**src/rtl/alu_mp_seq.sv**
```systemverilog
// alu_mp_seq: sequences one N-byte ALU operation over register-file operands, LSB first,
// chaining carry/borrow through the ALU's own cy flop.
module alu_mp_seq #(
  parameter int AW    = 4,
  parameter int LEN_W = 4
) (
  input  logic             clk,
  input  logic             rst_n,
  input  logic             cmd_valid,
  output logic             cmd_ready,
  input  logic [2:0]       cmd_op,
  input  logic [LEN_W-1:0] cmd_len,
  input  logic             cmd_chain,
  input  logic [AW-1:0]    cmd_a_base,
  input  logic [AW-1:0]    cmd_r_base,
  input  logic [AW-1:0]    cmd_d_base,
  output logic [2:0]       alu_op,
  output logic             alu_ce_cy,
  input  logic [7:0]       alu_result,
  input  logic             alu_cy,
  output logic [AW-1:0]    ra_addr,
  output logic [AW-1:0]    rr_addr,
  output logic [AW-1:0]    wd_addr,
  output logic             wd_en,
  output logic             busy,
  output logic             done,
  output logic             res_zero,
  output logic             res_cy
);
  typedef enum logic [1:0] {IDLE, CLR, RUN, DONE} state_t;
  state_t state_q, state_d;
  logic [2:0] op_q, op_d;
  logic [LEN_W-1:0] len_q, len_d, idx_q, idx_d;
  logic [AW-1:0] a_q, a_d, r_q, r_d, d_q, d_d, idx_w;
  logic zacc_q, zacc_d, cy_q, cy_d;
  logic run, clr;
  always_comb begin
    state_d = state_q;
    op_d    = op_q;
    len_d   = len_q;
    idx_d   = idx_q;
    a_d     = a_q;
    r_d     = r_q;
    d_d     = d_q;
    zacc_d  = zacc_q;
    cy_d    = cy_q;
    case (state_q)
      IDLE: if (cmd_valid) begin
        op_d    = cmd_op;
        len_d   = cmd_len;
        a_d     = cmd_a_base;
        r_d     = cmd_r_base;
        d_d     = cmd_d_base;
        idx_d   = '0;
        zacc_d  = 1'b1;
        // Non-chained ADC/SBB need one AND cycle first to force the ALU cy to 0.
        state_d = (cmd_len == '0) ? DONE :
                  (cmd_op[2:1] == 2'b00 && !cmd_chain) ? CLR : RUN;
      end
      CLR: state_d = RUN;
      RUN: begin
        zacc_d  = zacc_q & (alu_result == 8'h00);
        idx_d   = idx_q + 1'b1;
        state_d = (idx_q == len_q - 1'b1) ? DONE : RUN;
      end
      DONE: begin
        cy_d    = alu_cy;
        state_d = IDLE;
      end
      default: state_d = IDLE;
    endcase
  end
  always_ff @(posedge clk) begin
    if (!rst_n) begin
      state_q <= IDLE;
      op_q    <= '0;
      len_q   <= '0;
      idx_q   <= '0;
      a_q     <= '0;
      r_q     <= '0;
      d_q     <= '0;
      zacc_q  <= 1'b0;
      cy_q    <= 1'b0;
    end else begin
      state_q <= state_d;
      op_q    <= op_d;
      len_q   <= len_d;
      idx_q   <= idx_d;
      a_q     <= a_d;
      r_q     <= r_d;
      d_q     <= d_d;
      zacc_q  <= zacc_d;
      cy_q    <= cy_d;
    end
  end
  // Every control output is gated by rst_n so reset values show while rst_n is held low.
  assign run       = rst_n && state_q == RUN;
  assign clr       = rst_n && state_q == CLR;
  assign idx_w     = AW'(idx_q);
  assign alu_op    = run ? op_q : clr ? 3'b010 : 3'b110;
  assign alu_ce_cy = run | clr;
  assign wd_en     = run;
  assign ra_addr   = run ? a_q + idx_w : '0;
  assign rr_addr   = run ? r_q + idx_w : '0;
  assign wd_addr   = run ? d_q + idx_w : '0;
  assign cmd_ready = rst_n && state_q == IDLE;
  assign busy      = rst_n && state_q != IDLE;
  assign done      = rst_n && state_q == DONE;
  assign res_zero  = rst_n & zacc_q;
  assign res_cy    = rst_n & (done ? alu_cy : cy_q);
endmodule

```
**config.mk**
```make
export PLATFORM = sky130hd
export DESIGN_NAME = alu_mp_seq
export DESIGN_NICKNAME = d
export VERILOG_FILES = /design/src/rtl/alu_mp_seq.sv
export SDC_FILE = /design/constraint.sdc
export NUM_CORES = 1
export LEC_CHECK = 0
export CORE_ASPECT_RATIO = 0.8
export CORE_MARGIN = 1
export CORE_UTILIZATION = 40
export CTS_CLUSTER_DIAMETER = 80
export DETAILED_ROUTE_END_ITERATION = 8
export DONT_BUFFER_PORTS = 1
export MAX_ROUTING_LAYER = met4
export SLEW_MARGIN = 10
export SYNTH_ARGS = -nofsm -noshare
export SYNTH_HDL_FRONTEND = slang
export SYNTH_SLANG_ARGS = --single-unit
```
**constraint.sdc**
```tcl
create_clock -name clk -period 1.9 [get_ports clk]
set_input_delay 0.19 -clock clk [delete_from_list [all_inputs] [get_ports clk]]
set_output_delay 0.19 -clock clk [all_outputs]
set_load 0.05 [all_outputs]
```
# After elaboration in Yosys (flattened, before gate mapping)
# Cells that the tools add are included.
# totals
regBits	27
elab_cells	53
# classes
mux	15
reduce_logical	15
bitwise_logic	4
eq_ne	5
addsub	5
# op_table
cell	n
2-to-1 mux 4 bit	4
adder 4 bit	3
zero test 8 bit	1
case mux 2 bit (4 select lines)	1
case mux 4 bit (2 select lines)	1
logical AND 1 bit	6
2-to-1 mux 2 bit	3
2-to-1 mux 3 bit	2
adder 4 x 1 -> 4 bit, second input constant	1
== test 2 bit, second input constant	2
== test 4 bit	1
zero test 2 bit	2
zero test 4 bit	1
AND reduction 2 bit	2
nonzero test 2 bit	2
subtractor 4 x 1 -> 4 bit, second input constant	1
bitwise AND 1 bit	3
2-to-1 mux 1 bit	3
== test 2 x 1 -> 1 bit, second input constant	1
!= test 2 bit, second input constant	1
case mux 1 bit (2 select lines)	1
zero test 1 bit	1
bitwise OR 1 bit	1

# Longest topological paths before layout
# depth
ltp_word	6
ltp_mapped	8
ltp_nobuf	6

# Least setup slack after synthesis
# Ideal clock, no wire load.
# synth_timing
path_kind	flip-flop to output port
start	register idx_q[1]
end	output ra_addr[3]
path_stages_with_launch	6
required_time_ps	1710
setup_slack_ps	-195
arrival_time_ps	1905
path_cell_list	dfxtp_1 -> ha_1 -> a21o_1 -> a21oi_1 -> xnor2_1 -> nor2_1
# synth_between
elab_chain_len	2
# synth_rtl
item	line_no	source
from (decl)	33	logic [LEN_W-1:0] len_q, len_d, idx_q, idx_d;
from (signal assigned)	88	idx_q <= idx_d;
adder 4 bit	103	assign ra_addr = run ? a_q + idx_w : '0;
2-to-1 mux 4 bit	103	
to (decl)	21	output logic [AW-1:0] ra_addr,
# Every way passes these cells.

# Worst setup path in the final report
# layout_timing
start	register idx_q[1]
end	output wd_addr[1]
# layout_between
elab_chain_len	2
# layout_rtl
item	line_no	source
adder 4 bit	105	assign wd_addr = run ? d_q + idx_w : '0;
2-to-1 mux 4 bit	105	
to (decl)	23	output logic [AW-1:0] wd_addr,
# Every way passes these cells.

==> reports/metrics.cfg <==
[status]
status=finished clean

[cts]
htreeDepth=1
clkTransAtPathRegs_ps=90
clockRootBuffer=clkbuf_8
insertion_delay_ps=270
cts_tree=built
cts.sinks=27
cts_buffers=3
postCtsHoldBufs=0
clk_path_buf_depth=2

[setup_path]
arrival_ps=1700
cp.required_ps=1710
worstReg2RegEnd=r_q[2]
critPathLaunchType=register
r2r_slack_ps=260
rr_worst_depth=6
cp-end-kind=primary output
worst-path-max-fanout=5
r2r-start=state_q[0]
crit_type=reg2out

[route]
via_per_inst=5.20
drc=0
routedWlPerCell_um=14.7
drt-initial-drc-count=31
via_count=1457
wl_um=4100
ant_nets=0
dr.pass1.iters=4

[finish]
seq_area_um2=553
finish.net_count=276
multi_input_area_um2=1170
finalNonFillerCells=280
fillCellCount=377
num_antenna_cells=0
area_growth_pct=26.5
drive_gt1_share_pct=27.1

[global_route]
grt_start_max_net_pins=42
grt_pass1_wl_um=6440
antenna_found_initial=0
track_usage_pct=19.7
grt_pass1_vias=1426
overflow=0

[sta]
hold_slack_ps=37.8
clock_skew_ps=4.34
slew_headroom_pct=66.5
setup_viol=0
final_max_slew_viol_count=0
rsz0062_at_grt=true
hold_viol_final=0
max_freq_mhz=529
tightest_slew_ps=501
post-route-period-util_pct=99.5
fin_crit_ps=1890

[placement]
place_inst=275
gp_congestion=0.840
dpl.hpwl_um=3030
io_buffers=0

[power]
switching_power_uw=512
power.leakage_nw=0.865
pwr-share-clk_pct=22.7
p_per_area_nw_per_um2=672
ir_worst_vdd_v=0.000462
p_seq_share_pct=44.8
p_total_mw=1.46
combPwrFrac_pct=32.6
switching_share_pct=35.0
p_int_uw=952

[synth]
ys.flop_type=dfxtp_1
yosysTopAreaCell=dfxtp_1
ys_seq_area_share_pct=31.4
syn_area_um2=1720
ys_seq_elements=27
netlist_instances=205
synth_edf_count=0
synth-warning-count=0
syn_area_per_cell_um2=8.40
synth_top_area_share_pct=31.4
synth_cell_types=38
synthArstFlopShare_pct=0
synth_fp_nets=255
ys_top_cells_by_area=dfxtp_1, ha_1, nand2_1, a21boi_0, xnor2_1

[floorplan]
die_w_um=75.4
initial_core_util_pct=43.6
core_area_um2=3950
die_y_um=60.7
dieArea_um2=4580
rows=20
ios=54

[hold_path]
hold_class=in2reg
hold_end=zacc_q
min_from=rst_n
hold_depth=1

[flow_run]
cap_violations=0

==> layout make-up <==
type                       instances  share of cell area, %
multi-input combinational        160                   53.7
sequential                        27                   25.4
timing repair buffer              27                   14.5
tap                               55                   3.16
clock buffer                       4                   2.07
inverter                           7                   1.21
==> cells in the mapped netlist, types with 3 or more instances <==
library cell and instances:
a21boi_0 21, a21o_1 3, a21oi_1 5, and2_1 5, and3_1 7, clkbuf_1 7
dfxtp_1 27, fa_1 3, ha_1 15, inv_1 7, nand2_1 44, nand2b_1 3
nor2_1 8, nor2b_1 6, nor4_1 3, o21a_1 3, o21ai_0 4, xnor2_1 12
==> flip-flops by register name, indices dropped and copies added (netlist names) <==
name and flops:
a_q 4, d_q 4, idx_q 4, len_q 4
r_q 4, op_q 3, state_q 2, cy_q 1
zacc_q 1
==> critical path: stages, from the launching register on <==
cell     delay (ps)
dfxtp_4         380
buf_4           170
fa_2            560
and3_4          190
buf_12          130
==> how the worst max path moves through the flow <==
stage | start | end | slack (ps) | cells after the start
global placement | idx_q[1] | ra_addr[3] | 240 | 6
finish | idx_q[1] | wd_addr[1] | 10 | 4
global route | idx_q[1] | wd_addr[1] | -30 | 4
floorplan | idx_q[1] | ra_addr[3] | 20 | 5
CTS | idx_q[1] | ra_addr[3] | -6 | 6
detailed placement | state_q[0] | r_q[2] | 170 | 6
==> cells in the final DEF, fill, tap and decap left out, types with 4 or more instances in the layout <==
cell type	netlist	final
nand2_1	44	43
a21boi_0	21	21
ha_2	0	5
nor2_2	0	6
nor2b_1	6	6
buf_12	0	9
dfxtp_1	27	21
and2_1	5	5
o21ai_0	4	4
and3_1	7	4
ha_1	15	9
inv_1	7	7
buf_4	2	18
dfxtp_2	0	4
xnor2_1	12	12
==> metal layers <==
| layer | up-vias | share of wire [%] | GRT usage, % |
|---|---|---|---|
| met3 | 6 | 4.3 | 4.32 |
| met5 | - | 0 | - |
| li1 | 729 | - | - |
| met1 | 692 | 44 | 24.7 |
| met4 | 0 | 1.3 | 5.03 |
| met2 | 30 | 50 | 32.5 |
==> power groups by stage <==
stage               Sequential, mW  Clock, mW  Combinational [mW]
global route                 0.664      0.366               0.522
finish                       0.655      0.332               0.477
CTS                          0.653      0.340               0.468
global placement             0.665          0               0.448
floorplan                    0.658          0               0.345
detailed placement           0.667          0               0.465
==> through the flow <==
step	TNS, ps	utilization [%]	setup WS [ps]	instance area, µm²
after CTS	-8.19	53.6	-6.43	2120
after detailed placement	0	52.0	171	2060
final	0	55.1	10.0	2180
after global placement	0	52.0	239	2060
after global routing	-99.6	55.1	-26.9	2180
after floorplan	0	-	22.5	1740
==> logic make-up after synthesis <==
family                     Yosys count  synth area share [%]
muxes                                1                 0.581
and+or+nand+nor                     84                  23.0
AOI/OAI and AO/OA                   43                  17.6
adders and majority gates           18                  14.4
buffers and inverters               18                  4.87
DFF                                 27                  31.4
xor gates and xnor gates            14                  8.21
==> what timing repair did <==
item,CTS,global route
setup endpoints to repair,11,11
buffers inserted,0,1
gates resized for setup,7,16
hold endpoints to repair,0,0
pin swaps,0,6
Note: power is estimated with default switching activity, not from simulation.
